--- config.mk ---
export PLATFORM = sky130hd
export DESIGN_NAME = seven_seg_capture
export DESIGN_NICKNAME = d
export VERILOG_FILES = /design/src/rtl/seven_seg_capture_pkg.sv /design/src/rtl/seven_seg_capture_seg_glyph_decode.sv /design/src/rtl/seven_seg_capture.sv
export SDC_FILE = /design/constraint.sdc
export NUM_CORES = 1
export LEC_CHECK = 0
export ABC_AREA = 1
export CAP_MARGIN = 20
export CORE_MARGIN = 2
export CORE_UTILIZATION = 30
export DETAILED_ROUTE_END_ITERATION = 8
export PLACE_DENSITY = 0.58
export SYNTH_ARGS = -nofsm -noshare
export SYNTH_HDL_FRONTEND = slang
export SYNTH_SLANG_ARGS = --single-unit
--- constraint.sdc ---
create_clock -name clk100mhz -period 7.33 [get_ports clk100mhz]
set_input_delay 1.466 -clock clk100mhz [delete_from_list [all_inputs] [get_ports clk100mhz]]
set_output_delay 1.466 -clock clk100mhz [all_outputs]
set_load 0.005 [all_outputs]
--- src/rtl/seven_seg_capture_pkg.sv ---
// Shared definitions for 7-segment capture/decode: glyph table, digit count, FSM states.
package seven_seg_pkg;

    localparam int unsigned NUM_DIGITS = 8;

    // Active-high segment patterns in {g,f,e,d,c,b,a} order, indexed by hex value
    localparam logic [6:0] GLYPH_TABLE [16] = '{
        7'h3F, 7'h06, 7'h5B, 7'h4F, 7'h66, 7'h6D, 7'h7D, 7'h07,
        7'h7F, 7'h6F, 7'h77, 7'h7C, 7'h39, 7'h5E, 7'h79, 7'h71
    };

    typedef enum logic [1:0] {
        IDLE,
        SETTLE,
        HELD
    } capture_state_e;

endpackage

--- src/rtl/seven_seg_capture_seg_glyph_decode.sv ---
// Combinational 7-segment pattern (active-high, g..a) to hex nibble decoder.
module seg_glyph_decode
    import seven_seg_pkg::*;
(
    input  logic [6:0] pattern,
    output logic       ok,
    output logic [3:0] nibble
);

    always_comb begin
        ok     = 1'b0;
        nibble = '0;
        for (int unsigned i = 0; i < 16; i++) begin
            if (pattern == GLYPH_TABLE[i]) begin
                ok     = 1'b1;
                nibble = 4'(i);
            end
        end
    end

endmodule

--- src/rtl/seven_seg_capture.sv ---
// Reconstructs a multiplexed 7-segment scan into a decoded 8-digit frame.
// Optional SEVEN_SEG_CAPTURE_DP_EN adds the frame_dp output.
module seven_seg_capture
    import seven_seg_pkg::*;
#(
    parameter int unsigned SETTLE_CYCLES = 16
) (
    input  logic        clk100mhz,
    input  logic        rst,
    input  logic [7:0]  an_in,
    input  logic [6:0]  seg_in,
    input  logic        dp_in,
    output logic [31:0] frame_hex,
    output logic [7:0]  frame_ok,
`ifdef SEVEN_SEG_CAPTURE_DP_EN
    output logic [7:0]  frame_dp,
`endif
    output logic        frame_valid,
    output logic        multi_err
);

    localparam logic [15:0] SETTLE_LAST = 16'(SETTLE_CYCLES - 1);

    capture_state_e state_q, state_d, cur_state;
    logic [15:0] sync1_q, sync1_d, sync2_q, sync2_d, prev_q, prev_d;
    logic [15:0] cnt_q, cnt_d, eff_cnt;
    logic [7:0]  seen_q, seen_d;
    logic [31:0] slot_hex_q, slot_hex_d, frame_hex_q, frame_hex_d;
    logic [7:0]  slot_ok_q, slot_ok_d, frame_ok_q, frame_ok_d;
    logic        frame_valid_q, frame_valid_d, multi_err_q, multi_err_d;
    logic [7:0]  an_s;
    logic [6:0]  seg_s;
    logic        changed, capture, complete, dec_ok;
    logic [3:0]  low_count, dec_nibble;
    logic [2:0]  low_idx;
`ifdef SEVEN_SEG_CAPTURE_DP_EN
    logic [7:0]  slot_dp_q, slot_dp_d, frame_dp_q, frame_dp_d;
    logic        dp_s;
`endif

    seg_glyph_decode u_decode (
        .pattern (~seg_s),
        .ok      (dec_ok),
        .nibble  (dec_nibble)
    );

    always_comb begin
        sync1_d = {an_in, seg_in, dp_in};
        sync2_d = sync1_q;
        prev_d  = sync2_q;
        an_s    = sync2_q[15:8];
        seg_s   = sync2_q[7:1];
`ifdef SEVEN_SEG_CAPTURE_DP_EN
        dp_s    = sync2_q[0];
`endif

        low_count = '0;
        low_idx   = '0;
        for (int unsigned i = 0; i < NUM_DIGITS; i++) begin
            if (!an_s[i]) begin
                low_count = low_count + 4'd1;
                low_idx   = 3'(i);
            end
        end

        // A change restarts the stability count in the same cycle it is seen
        changed   = (sync2_q != prev_q);
        eff_cnt   = changed ? '0 : cnt_q;
        cnt_d     = (eff_cnt == '1) ? eff_cnt : eff_cnt + 16'd1;
        cur_state = changed ? ((low_count == 4'd1) ? SETTLE : IDLE) : state_q;

        state_d     = cur_state;
        capture     = 1'b0;
        multi_err_d = 1'b0;
        if (cur_state != HELD && eff_cnt == SETTLE_LAST) begin
            if (low_count == 4'd1) begin
                capture = 1'b1;
                state_d = HELD;
            end else if (low_count > 4'd1) begin
                multi_err_d = 1'b1;
                state_d     = HELD;
            end
        end

        complete      = (seen_q == '1);
        frame_valid_d = complete;
        frame_hex_d   = complete ? slot_hex_q : frame_hex_q;
        frame_ok_d    = complete ? slot_ok_q : frame_ok_q;
        seen_d        = complete ? '0 : seen_q;
        slot_hex_d    = slot_hex_q;
        slot_ok_d     = slot_ok_q;
`ifdef SEVEN_SEG_CAPTURE_DP_EN
        frame_dp_d    = complete ? slot_dp_q : frame_dp_q;
        slot_dp_d     = slot_dp_q;
`endif
        if (capture) begin
            seen_d[low_idx]                   = 1'b1;
            slot_hex_d[{low_idx, 2'b00} +: 4] = dec_nibble;
            slot_ok_d[low_idx]                = dec_ok;
`ifdef SEVEN_SEG_CAPTURE_DP_EN
            slot_dp_d[low_idx]                = ~dp_s;
`endif
        end
    end

    always_ff @(posedge clk100mhz) begin
        if (rst) begin
            state_q       <= IDLE;
            sync1_q       <= '1;
            sync2_q       <= '1;
            prev_q        <= '1;
            cnt_q         <= '0;
            seen_q        <= '0;
            slot_hex_q    <= '0;
            slot_ok_q     <= '0;
            frame_hex_q   <= '0;
            frame_ok_q    <= '0;
            frame_valid_q <= 1'b0;
            multi_err_q   <= 1'b0;
`ifdef SEVEN_SEG_CAPTURE_DP_EN
            slot_dp_q     <= '0;
            frame_dp_q    <= '0;
`endif
        end else begin
            state_q       <= state_d;
            sync1_q       <= sync1_d;
            sync2_q       <= sync2_d;
            prev_q        <= prev_d;
            cnt_q         <= cnt_d;
            seen_q        <= seen_d;
            slot_hex_q    <= slot_hex_d;
            slot_ok_q     <= slot_ok_d;
            frame_hex_q   <= frame_hex_d;
            frame_ok_q    <= frame_ok_d;
            frame_valid_q <= frame_valid_d;
            multi_err_q   <= multi_err_d;
`ifdef SEVEN_SEG_CAPTURE_DP_EN
            slot_dp_q     <= slot_dp_d;
            frame_dp_q    <= frame_dp_d;
`endif
        end
    end

    assign frame_hex   = frame_hex_q;
    assign frame_ok    = frame_ok_q;
    assign frame_valid = frame_valid_q;
    assign multi_err   = multi_err_q;
`ifdef SEVEN_SEG_CAPTURE_DP_EN
    assign frame_dp    = frame_dp_q;
`endif

endmodule

# After elaboration in Yosys (flattened, before gate mapping)
# Cells that the tools add are included.
word_totals:
  ff_bits: 156
  input_bits: 18
  output_inout_bits: 42
op_classes:
  addsub: 9
  magnitude_cmp: 3
  eq_ne: 22
  shift: 2
  n_mux: 62
  bitwise: 3
  reduce_logical: 3
ops:
  columns: ["op", "n"]
  rows:
  - ["$eq 7x7->1 const B", 12]
  - ["$mux 4", 15]
  - ["$bwmux 32", 1]
  - ["$mux 16", 2]
  - ["$shift 4x7->32 const A", 1]
  - ["$shiftx 4x7->32", 1]
  - ["$mux 3", 10]
  - ["$add 4x1->4 const B", 7]
  - ["$mux 1", 24]
  - ["$add 16x1->16 const B", 1]
  - ["$eq 16x16->1 const B", 1]
  - ["$eq 16x4->1 const B", 1]
  - ["$mux 8", 2]
  - ["$ne 16x16->1", 1]
  - ["$eq 7x3->1 const B", 2]
  - ["$eq 7x6->1 const B", 2]
  - ["$mux 2", 6]
  - ["$bwmux 8", 1]
  - ["$eq 8x8->1 const B", 1]
  - ["$or 8x8->8", 1]
  - ["$neg 5->7", 1]
  - ["$not 7->7", 1]
  - ["$eq 4x1->1 const B", 1]
  - ["$gt 4x1->1 const B", 1]
  - ["7 further kinds", 8]

# Logic depth before layout (Yosys ltp)
# Gate-level depths: netlist (run 1).
logic_depth:
  ltp_word: 22
  mapped_depth: 29
  ltp_nobuf: 29

# Cells and area by module
# From an unflattened synthesis (run 1), not the netlist that was laid out.
unflattened:
  hier_cells: 1065
  area_unflattened_um2: 7418.4
by_module_without_submodules:
  columns: ["mod", "instances", "cells_each", "area_each_um2", "seq_area_each_um2"]
  rows:
  - ["seven_seg_capture", 1, 997, 7079.3, 3123.0]
  - ["seg_glyph_decode", 1, 68, 339.1, 0.0]

# Worst setup path before layout (run 1)
# OpenSTA, ideal clock, no wires.
synth_timing:
  kind: "reg2reg"
  from: "register sync2_q[8] (netlist: prev_d[8])"
  to: "register slot_hex_q[12]"
  setup_ps: 132
  t_arrival_ps: 3695
  required_ps: 7198
  slack_ps: 3503
  stages_incl_launch_ff: 28
  path_buffers: 1
  path_cell_list: "dfxtp_1 inv_1 ha_1 inv_2 nand2_2 nand2_4 inv_2 ha_1 or2_2 nand2_1 nand2_1 nand3_1 nand2_1 ha_1 nand2_1 nand2_1 nand2_1 nand2_1 nand2_1 nand2_1 ha_1 o21ai_0 nand2_1 nor2_8 buf_6 nand3_2 nand2_1 a21oi_1"
synth_between:
  elab_chain_len: 21
  elab_cells_between_ends: 25
  cone_classes: "add/sub: 7; eq/ne: 4; mux: 13; reduce/logical: 1"
synth_rtl:
  columns: ["element", "line", "text"]
  rows:
  - ["start: declaration", "seven_seg_capture.sv:25", "logic [15:0] sync1_q, sync1_d, sync2_q, sync2_d, prev_q, prev_d;"]
  - ["start signal: assignment", "seven_seg_capture.sv:127", "sync2_q <= sync2_d;"]
  - ["$mux 1", "seven_seg_capture.sv:60", "if (!an_s[i]) begin"]
  - ["$add 4x1->4", "seven_seg_capture.sv:61", "low_count = low_count + 4'd1;"]
  - ["$mux 4", "seven_seg_capture.sv:60", null]
  - ["$add 4x1->4", "seven_seg_capture.sv:61", null]
  - ["$mux 4", "seven_seg_capture.sv:60", null]
  - ["$add 4x1->4", "seven_seg_capture.sv:61", null]
  - ["$mux 4", "seven_seg_capture.sv:60", null]
  - ["$add 4x1->4", "seven_seg_capture.sv:61", null]
  - ["(+5 left out)", null, null]
  - ["$add 4x1->4", "seven_seg_capture.sv:61", null]
  - ["$mux 4", "seven_seg_capture.sv:60", null]
  - ["$eq 4x1->1", "seven_seg_capture.sv:70, seven_seg_capture.sv:76", null]
  - ["$mux 1", "seven_seg_capture.sv:70, seven_seg_capture.sv:76", null]
  - ["$mux 2", "seven_seg_capture.sv:70", "cur_state = changed ? ((low_count == 4'd1) ? SETTLE : IDLE) : state_q;"]
  - ["$ne 2x2->1", "seven_seg_capture.sv:75", "if (cur_state != HELD && eff_cnt == SETTLE_LAST) begin"]
  - ["$logic_and 1x1->1", "seven_seg_capture.sv:75", null]
  - ["$mux 1 (*)", "seven_seg_capture.sv:75", null]
  - ["end signal: assignment", "seven_seg_capture.sv:131", "slot_hex_q <= slot_hex_d;"]
  - ["end: declaration", "seven_seg_capture.sv:28", "logic [31:0] slot_hex_q, slot_hex_d, frame_hex_q, frame_hex_d;"]
# Every way passes the cells marked *; elsewhere a longest branch is shown, timed or not.
# A chain may end at the register's enable or synchronous reset.

# Final worst setup path (run 1)
layout_timing:
  from: "register sync2_q[8] (netlist: prev_d[8])"
  to: "register slot_hex_q[4]"
# Same word-level chain as after synthesis.

==> run summary, run 1 <==
- **run status** completed
- **hold_ws** 406 ps
- **share of layout cells above drive strength 1** 10.9%
- **final cycle utilization of the critical path** 64.0%
- **final design area excluding fillers** 8900 um2
- **final total power** 1.95 mW
- **most area-consuming cells after synthesis** sky130_fd_sc_hd__dfxtp_1, sky130_fd_sc_hd__nand2_1, sky130_fd_sc_hd__nor2_1
- **Detailed Route Iter0 Violations** 335
- **DRC errors left** 0
- **via density per instance** 4.61
- **Via Count** 6696
- **Max-Slew Margin vs Limit** 39.1%
- **WP data required** 7600 ps
- **mapped cell area** 7540 um2
- **fraction of post-synthesis cell area in the top cell type by area** 41.4%
- **Hold Path Cell Cnt** 1
- **setup repair after global routing missed its margin** false
- **number of hold violations in the final report** 0
- **placed cell areas** 8270 um2
- **Critical Path Slowest Stage Cell** sky130_fd_sc_hd__nor2_8
- **maximum resistive drop on vdd** 0.134 mV
- **number of buffers on the longest clock path** 2
- **setup TNS** 0 ps
- **Max Clock Skew** 11.2 ps
- **Clk Latency, worst-skew pair** 430 ps
- **most frequent cell on the critical path** sky130_fd_sc_hd__nand2_1
- **Root Driver** sky130_fd_sc_hd__clkbuf_16
- **Worst Tran Pin Value** 911 ps
- **height of the chip** 163 um
- **number of global-route vias before repair** 6025
- **Total Routing Usage GR** 13.3%
- **clock transition time at the flip-flop clock pins of the worst setup and hold paths** 60 ps
- **# placed instances** 1420
- **maxcap violations** 0
- **Crit. End Element** flop
- **timing-limited maximum frequency** 213 MHz
- **cell class contributing the biggest share of worst-path delay** simple AND/OR/NAND/NOR gates
- **post-DP HPWL** 11900 um
- **number of fillers in the final layout** 2721
- **Pwr per Cell Area** 220 nW/um2
- **total number of nets in the final design** 1139
- **Final Max Tran Viols** 0
- **die span in x** 163 um
- **number of antenna violations at the first check in global routing** 0
- **TritonCTS clock tree** done
- **terminus of the critical flop-to-flop path** slot_hex_q[4]
- **post-route minimum period** 4690 ps
- **total congestion overflow** 0
- **launch point of the worst path** prev_d[8]
- **CP max stage delay** 630 ps
- **TritonRoute pass-1 iters** 5
- **number of sinks on the clock net** 156
- **path depth of the worst reg2reg path** 26
- **most frequent cells in the layout** sky130_fd_sc_hd__nand2_1, sky130_fd_sc_hd__nor2_1, sky130_fd_sc_hd__dfxtp_1
- **boundary pin count** 60
- **starting density of the core** 30.2%
- **number of setup violations in the final report** 0
- **classification of the worst-slack hold path** reg2reg
- **CP Data Arrival Time** 4960 ps
- **Final Instance Count excl. Fillers** 1451
- **Total Routed Length** 17000 um
- **Routed Antenna Nets** 0
- **beginning of the worst hold path** sync1_q[8]
- **count of yosys warnings during synthesis** 0
- **antenna fix cells** 0
- **area growth from synthesis to final layout** 18.0%
- **net count after synthesis** 1106
- **minimum setup slack among reg-to-reg paths** 2640 ps
- **maximum fanout encountered on the critical timing path** 64
- **average size of a mapped cell** 7.00 um2
- **CTS resizes** 0
- **#FFs+latches synth** 156
- **LEAKAGE** 3.72 nW
- **type of origin of the critical path** flop
- **count of mapped cells out of synthesis** 1077
- **Yosys cell types** 44
- **fraction of the yosys area taken by sequential cells** 41.4%
- **startpoint of the worst-slack reg-to-reg timing path** prev_d[8]
- **type of the setup path with the least slack** reg2reg
- **Crit path depth** 26
- **number of buffers inserted during clock tree synthesis** 17
- **global-route wire length before repair** 28700 um
- **capture point of the critical path** slot_hex_q[4]
- **setup fix buffers added after clock tree synthesis** 0
- **Core Footprint** 25000 um2
- **CTS H-tree depth** 4
- **# hold bufs at CTS** 0
- **most common cell after layout, fill and taps aside** sky130_fd_sc_hd__nand2_1
- **area enclosed by the die boundary** 26400 um2
- **final weighted congestion of routability-driven global placement** 0.876
- **average wire per standard cell** 11.7 um
- **Yosys top cell by area** sky130_fd_sc_hd__dfxtp_1
- **row cnt** 58
- **count of buffers from port buffering** 59
- **Buffers & Inverters on Critical Path** 3
- **pin count of the biggest net entering global routing** 84
## sequential cells by signal, summed over array words and instances (netlist names)
register and count:
slot_ok_q 8, state_q 2, frame_hex 32, frame_ok 8
cnt_q 16, slot_hex_q 32, prev_q 16, seen_q 8
multi_err 1, sync1_q 16, prev_d 16, frame_valid 1
## cell families (layout without fill, tap and decap cells)
kind of cell / after synthesis / in the layout / synth area share, %
compound gates: 119 / 119 / 8.45
buf+inv: 160 / 204 / 9.47
xor+xnor: 1 / 1 / 0.116
fa+ha+maj: 11 / 11 / 1.83
simple gates: 630 / 630 / 38.7
flops: 156 / 156 / 41.4
## how the worst min path moves through the flow
stage                             to
after detailed placement  prev_d[10]
after global placement    prev_d[10]
final                      prev_d[8]
after global routing       prev_d[3]
after floorplan            prev_d[0]
after CTS                  prev_d[5]
## synth_stat cells (all sizes together)
| cell type | number |
|---|---|
| nand2 | 233 |
| nor2 | 201 |
| dfxtp | 156 |
| inv | 109 |
| nand3 | 67 |
| nand4 | 63 |
| a21oi | 55 |
| o21ai | 52 |
| or2 | 35 |
| clkbuf | 24 |
| buf | 23 |
| nor3 | 18 |
| ha | 11 |
| nor4 | 8 |
| dlygate4sd1 | 3 |
| nand3b | 3 |
| o21a | 3 |
| a211oi | 2 |
| a41oi | 2 |
| and3 | 2 |
| o211ai | 2 |
| clkinv | 1 |
| o2111ai | 1 |
| o211a | 1 |
| o41ai | 1 |
| xor2 | 1 |
## layout make-up
cell class	count	area, um2	share of cell area [%]
Timing Repair Buffer	64	636	7.14
Multi-Input combinational cell	761	3700	41.6
Clock inverter	9	136	1.53
Inverter	110	415	4.67
Sequential cell	156	3120	35.1
Tap cell	330	413	4.64
Clock buffer	21	470	5.29
## worst reg2reg max path, delay by kind of cell (launching register included)
kind	cells	cell delay, ps
AND/OR/NAND/NOR	17	2410
adder cells (fa/ha/maj)	4	1230
flip-flops	1	370
AO/OA/AOI/OAI	2	290
buffers and inverters	3	230
## report_power, final
part           switching, mW  internal (mW)  leakage [nW]
logic                  0.131         0.0530          2.16
clock network          0.341          0.560         0.292
registers            0.00885          0.860          1.27
total                  0.481           1.47          3.72
## stage by stage
step	utilization [%]	setup slack (ps)
after floorplan	-	3500
after global placement	33.1	2770
after detailed placement	33.1	2640
after CTS	35.6	2620
after global routing	35.6	2000
final	35.6	2640
## routing by layer
| layer | routed length (um) | vias up | GRT usage (%) |
|---|---|---|---|
| met5 | 0 | - | 0 |
| met4 | 165 | 0 | 4.22 |
| met3 | 647 | 12 | 2.80 |
| met2 | 7920 | 129 | 22.0 |
| met1 | 8250 | 2992 | 17.5 |
| li1 | - | 3563 | - |
Note: power is estimated with default switching activity, not from simulation.
==> run 2, diff against run 1 <==
Clock period 7.33 ns to 4.79 ns, I/O delays scaled along.
==> run 2 against run 1 <==
Effect of this change:
- critical path depth up 3
- highest routed layer unchanged
- sequential power up 53%
- via count up 0.43%
- register-to-register slack worse by 2200 ps
- critical endpoint is now slot_hex_q[17]
==> run summary, run 2 (synthesized netlist as in run 1, its figures left out) <==
- **die span in x** 163 um, unchanged
- **most frequent cells in the layout** sky130_fd_sc_hd__nand2_1, sky130_fd_sc_hd__nor2_1, sky130_fd_sc_hd__dfxtp_1
- **number of sinks on the clock net** 156, unchanged
- **Max-Slew Margin vs Limit** 42.9%, +3.9 points
- **area growth from synthesis to final layout** 19.3%
- **terminus of the critical flop-to-flop path** slot_hex_q[17]
- **CTS H-tree depth** 4, unchanged
- **Routed Antenna Nets** 0, unchanged
- **Total Routing Usage GR** 13.7%, +0.32 points
- **CP Data Arrival Time** 4680 ps, -280 ps
- **number of buffers inserted during clock tree synthesis** 17, unchanged
- **number of fillers in the final layout** 2708, -0.48%
- **endpoint with the worst hold slack** prev_d[7]
- **startpoint of the worst-slack reg-to-reg timing path** prev_d[9]
- **Core Footprint** 25000 um2, unchanged
- **maximum fanout encountered on the critical timing path** 25, -61%
- **post-DP HPWL** 12200 um, +2.7%
- **antenna fix cells** 0, unchanged
- **timing-limited maximum frequency** 232 MHz, +8.9%
- **minimum setup slack among reg-to-reg paths** 480 ps, -2160 ps
- **share of the core filled with cells** 36.0%, +0.41 points
- **setup TNS** 0 ps, unchanged
- **maximum resistive drop on vdd** 0.220 mV, +64%
- **Detailed Route Iter0 Violations** 479, +43%
- **setup repair after global routing missed its margin** false
- **DRC errors left** 0, unchanged
- **area enclosed by the die boundary** 26400 um2, unchanged
- **final weighted congestion of routability-driven global placement** 0.885, +0.99%
- **classification of the worst-slack hold path** reg2reg
- **Final Instance Count excl. Fillers** 1463, +0.83%
- **hold_ws** 408 ps, +2.01 ps
- **count of buffers from port buffering** 59, unchanged
- **final design area excluding fillers** 9000 um2, +1.1%
- **path depth of the worst reg2reg path** 29, +12%
- **via density per instance** 4.60, -0.39%
- **pin count of the biggest net entering global routing** 83, -1.2%
- **beginning of the worst hold path** sync1_q[7]
- **Clk Latency, worst-skew pair** 440 ps, about the same
- **global-route wire length before repair** 29300 um, +2.1%
- **Final Max Tran Viols** 0, unchanged
- **CP max stage delay** 380 ps, -250 ps
- **final cycle utilization of the critical path** 89.9%, +26 points
- **number of setup violations in the final report** 0, unchanged
- **number of buffers on the longest clock path** 2, unchanged
- **number of hold violations in the final report** 0, unchanged
- **boundary pin count** 60, unchanged
- **type of the setup path with the least slack** reg2reg
- **type of origin of the critical path** flop
- **number of antenna violations at the first check in global routing** 0, unchanged
- **placed cell areas** 8320 um2, +0.61%
- **total congestion overflow** 0, unchanged
- **post-placement setup slack** 360 ps, -2280 ps
- **run status** completed
- **most frequent cell on the critical path** sky130_fd_sc_hd__nand2_1
- **Total Routed Length** 17600 um, +3.5%
- **number of global-route vias before repair** 6187, +2.7%
- **average wire per standard cell** 12.0 um, +2.6%
- **final total power** 3.05 mW, +56%
- **height of the chip** 163 um, unchanged
- **total number of nets in the final design** 1149, +0.88%
- **LEAKAGE** 3.78 nW, +1.6%
- **post-route minimum period** 4310 ps, -385 ps
- **TritonCTS clock tree** done
- **Critical Path Slowest Stage Cell** sky130_fd_sc_hd__dfxtp_1
- **WP data required** 5160 ps, -2440 ps
- **Root Driver** sky130_fd_sc_hd__clkbuf_16
- **Via Count** 6725, +0.43%
- **clock transition time at the flip-flop clock pins of the worst setup and hold paths** 70 ps, about the same
- **Pwr per Cell Area** 339 nW/um2, +55%
- **Worst Tran Pin Value** 855 ps, -56.3 ps
- **# placed instances** 1425, +0.35%
- **Max Clock Skew** 12.2 ps, +0.965 ps
- **maxcap violations** 0, unchanged
- **starting density of the core** 30.2%, unchanged
- **Worst Setup Slack, final** 483 ps, -2160 ps
- **Crit. End Element** flop
- **launch point of the worst path** prev_d[9]
- **share of layout cells above drive strength 1** 12.0%, +1.1 points
- **most common cell after layout, fill and taps aside** sky130_fd_sc_hd__nand2_1
- **Hold Path Cell Cnt** 1, unchanged
- **TritonRoute pass-1 iters** 5, unchanged
- **row cnt** 58, unchanged
-- run 2: changes by cell type in the layout (fill, tap and decap cells not counted), moves of 2 or more --
| cell | change |
|---|---|
| sky130_fd_sc_hd__inv_8 | +3 |
| sky130_fd_sc_hd__clkinv_4 | -2 |
| sky130_fd_sc_hd__clkinv_8 | +3 |
| sky130_fd_sc_hd__buf_4 | +9 |
| sky130_fd_sc_hd__inv_6 | +4 |
| sky130_fd_sc_hd__clkbuf_8 | -3 |
-- run 2: how the worst max path moves through the flow --
stage	endpoint	slack [ps]	depth (start not counted)
5_1_grt	slot_hex_q[16]	7	29
3_5_place_dp	slot_hex_q[17]	360	28
2_1_floorplan	slot_hex_q[12]	960	27
3_3_place_gp	slot_hex_q[17]	460	28
6_report	slot_hex_q[17]	480	29
4_1_cts	slot_hex_q[17]	320	28
-- run 2: cell type report --
| cell class | instances | area (um2) | share of cell area [%] |
|---|---|---|---|
| Clock buffer | 17 | 425 | 4.73 |
| Clock inverter | 15 | 201 | 2.24 |
| Inverter | 110 | 415 | 4.62 |
| Multi-Input combinational cell | 762 | 3720 | 41.3 |
| Sequential cell | 156 | 3120 | 34.7 |
| Tap cell | 330 | 413 | 4.59 |
| Timing Repair Buffer | 73 | 703 | 7.81 |
-- run 2: repair_timing --
action,in CTS,in global routing
setup endpoints to repair,0,43
resized for setup,0,2
buffers inserted,0,5
hold buffers,0,0
-- run 2: layer usage --
layer / global-route usage [%] / part of all wire, % / up-vias
li1: - / - / 3584
met1: 18.1 / 50 / 2997
met2: 22.1 / 46 / 127
met3: 2.72 / 3.8 / 17
met4: 4.79 / 1.0 / 0
met5: 0 / 0 / -
-- run 2: power breakdown --
group	switching [mW]	internal, mW	total (mW)
Combinational	0.212	0.101	0.313
Sequential	0.0135	1.31	1.33
Clock	0.614	0.798	1.41
-- run 2: worst max-delay path: cells and delay by family (launching register included) --
| kind | cells | cell delay (ps) |
|---|---|---|
| AND/OR/NAND/NOR | 21 | 2350 |
| adder cells (fa/ha/maj) | 4 | 1080 |
| buffers and inverters | 4 | 440 |
| flip-flops | 1 | 380 |
==> run 3, diff against run 2 <==
==> constraint.sdc (replaced) <==
create_clock -name clk100mhz -period 4.79 [get_ports clk100mhz]
set_input_delay 0.7185 -clock clk100mhz [delete_from_list [all_inputs] [get_ports clk100mhz]]
set_output_delay 0.7185 -clock clk100mhz [all_outputs]
set_load 0.005 [all_outputs]
==> run 3 against run 2 <==
Effect of this change:
- sequential cell count stayed put
- via count up 1.2%
- critical path type unchanged
- register-to-register slack worse by 30 ps
- worst hold slack got worse by 1.8 ps
- critical endpoint unchanged
- worst setup slack got worse by 32 ps
- utilization hardly changed
- power increased by 0.74%
- die area stayed put
- critical path depth unchanged
- sequential power is essentially flat
- final area barely moved
- highest routed layer unchanged
- combinational power shrank 2%
==> run summary, run 3 (synthesized netlist as in run 1, its figures left out) <==
- **classification of the worst-slack hold path** reg2reg
- **die span in x** 163 um, unchanged
- **post-DP HPWL** 12200 um, +0.39%
- **maximum fanout encountered on the critical timing path** 27, +8.0%
- **global-route wire length before repair** 29000 um, -1.0%
- **Net Sw Frac** 26.0%, -1.4 points
- **terminus of the critical flop-to-flop path** slot_hex_q[17]
- **clock transition time at the flip-flop clock pins of the worst setup and hold paths** 70 ps, about the same
- **Crit. End Element** flop
- **Total Routing Usage GR** 13.6%, -0.089 points
- **number of buffers on the longest clock path** 2, unchanged
- **placed cell areas** 8310 um2, about the same
- **Max-Slew Margin vs Limit** 46.4%, +3.5 points
- **TritonRoute pass-1 iters** 5, unchanged
- **timing-limited maximum frequency** 230 MHz, -0.73%
- **Via Count** 6807, +1.2%
- **part of the power in registers** 43.2%, -0.3 points
- **Detailed Route Iter0 Violations** 493, +2.9%
- **Root Driver** sky130_fd_sc_hd__clkbuf_16
- **path depth of the worst reg2reg path** 29, unchanged
- **count of buffers from port buffering** 59, unchanged
- **share of layout cells above drive strength 1** 11.8%, -0.16 points
- **boundary pin count** 60, unchanged
- **power share of the clock group** 46.8%, +0.5 points
- **number of fillers in the final layout** 2694, -0.52%
- **Worst Tran Pin Value** 804 ps, -51.1 ps
- **WP data required** 5160 ps, about the same
- **Pwr per Cell Area** 342 nW/um2, +0.72%
- **TritonCTS clock tree** done
- **setup repair after global routing missed its margin** false
- **DRC errors left** 0, unchanged
- **starting density of the core** 30.2%, unchanged
- **beginning of the worst hold path** sync1_q[4]
- **number of global-route vias before repair** 6115, -1.2%
- **CP max stage delay** 380 ps, about the same
- **Gate power share** 10.0%, -0.2 points
- **endpoint with the worst hold slack** prev_d[4]
- **area enclosed by the die boundary** 26400 um2, unchanged
- **LEAKAGE** 3.78 nW, +0.20%
- **Final Max Tran Viols** 0, unchanged
- **final cycle utilization of the critical path** 90.6%, +0.66 points
- **number of antenna violations at the first check in global routing** 0, unchanged
- **maximum resistive drop on vdd** 0.271 mV, +23%
- **most frequent cells in the layout** sky130_fd_sc_hd__nand2_1, sky130_fd_sc_hd__nor2_1, sky130_fd_sc_hd__dfxtp_1
- **total number of nets in the final design** 1147, -0.17%
- **Total Routed Length** 17600 um, +0.27%
- **number of buffers inserted during clock tree synthesis** 17, unchanged
- **average wire per standard cell** 12.1 um, +0.40%
- **Hold Path Cell Cnt** 1, unchanged
- **Routed Antenna Nets** 0, unchanged
- **Critical Path Slowest Stage Cell** sky130_fd_sc_hd__ha_1
- **number of setup violations in the final report** 0, unchanged
- **total congestion overflow** 0, unchanged
- **run status** completed
- **startpoint of the worst-slack reg-to-reg timing path** prev_d[8]
- **net switching power of the design** 801 uW, -4.6%
- **via density per instance** 4.66, +1.4%
- **area growth from synthesis to final layout** 19.4%, about the same
- **type of origin of the critical path** flop
- **most frequent cell on the critical path** sky130_fd_sc_hd__nand2_1
- **antenna fix cells** 0, unchanged
- **row cnt** 58, unchanged
- **CTS H-tree depth** 4, unchanged
- **number of sinks on the clock net** 156, unchanged
- **Internal Pwr Total** 2.27 mW, +2.8%
- **number of hold violations in the final report** 0, unchanged
- **final design area excluding fillers** 9000 um2, about the same
- **post-route minimum period** 4340 ps, +31.5 ps
- **type of the setup path with the least slack** reg2reg
- **most common cell after layout, fill and taps aside** sky130_fd_sc_hd__nand2_1
- **final weighted congestion of routability-driven global placement** 0.898, +1.5%
- **maxcap violations** 0, unchanged
- **Clk Latency, worst-skew pair** 440 ps, about the same
- **CP Data Arrival Time** 4710 ps, +30 ps
- **Max Clock Skew** 9.53 ps, -2.65 ps
- **Core Footprint** 25000 um2, unchanged
- **minimum setup slack among reg-to-reg paths** 450 ps, -30 ps
- **height of the chip** 163 um, unchanged
- **pin count of the biggest net entering global routing** 83, unchanged
- **setup TNS** 0 ps, unchanged
run 3: cell types whose count changed in the layout (fill, tap and decap cells not counted), sizes merged:
cell,before,now
inv,117,115
clkinv,4,5
clkbuf,17,19
clkinvlp,2,0
bufinv,2,3
buf,15,13
run 3: routing by layer:
layer	vias up	global-route usage (%)	routed length, um
met3	19	3.57	795
met2	131	22.4	8120
met1	3083	17.4	8510
met5	-	0	0
met4	0	3.98	198
li1	3574	-	-
run 3: cell type report:
cell class              count  area [um2]  area share (%)
multi-input cells         762        3720            41.3
clock buffers              19         453            5.03
flip-flops and latches    156        3120            34.7
repair buffers             71         701            7.78
well taps                 330         413            4.59
clock inverters            13         179            1.99
inverters                 110         415            4.61
run 3: what timing repair did:
item | CTS | global route
hold buffers | 0 | 0
endpoints found under the setup margin | 0 | 10
setup buffers | 0 | 3
resized for setup | 0 | 2
run 3: power by group through the flow:
stage / logic, mW / registers [mW] / clock network [mW]
floorplan: 0.248 / 1.35 / 0
global placement: 0.288 / 1.36 / 0
detailed placement: 0.291 / 1.36 / 0
CTS: 0.292 / 1.33 / 1.47
global route: 0.348 / 1.33 / 1.53
finish: 0.308 / 1.33 / 1.44
run 3: metrics by stage:
| stage | hold WS (ps) | power, mW | worst slack (ps) | util [%] | instances |
|---|---|---|---|---|---|
| CTS | 408 | 3.10 | 379 | 35.8 | 1456 |
| global route | 414 | 3.21 | 13.7 | 36.1 | 1461 |
| finish | 406 | 3.08 | 451 | 36.1 | 1461 |
| global placement | 391 | 1.65 | 488 | 33.3 | 1424 |
| floorplan | 389 | 1.60 | 963 | - | 1077 |
| detailed placement | 393 | 1.65 | 409 | 33.3 | 1424 |
run 3: worst max-delay path by stage:
stage	start	to	slack, ps	cells after the start
floorplan	prev_d[8]	slot_hex_q[12]	960	27
CTS	prev_d[8]	slot_hex_q[26]	380	28
detailed placement	prev_d[8]	slot_hex_q[19]	410	28
global placement	prev_d[8]	slot_hex_q[24]	490	28
global route	prev_d[9]	slot_hex_q[27]	10	29
finish	prev_d[8]	slot_hex_q[17]	450	29
run 3: critical path, delay by kind of cell (launching register included):
kind,cells,cell delay (ps)
simple gates,21,2370
buf+inv,4,430
fa+ha+maj,4,1080
flops,1,370
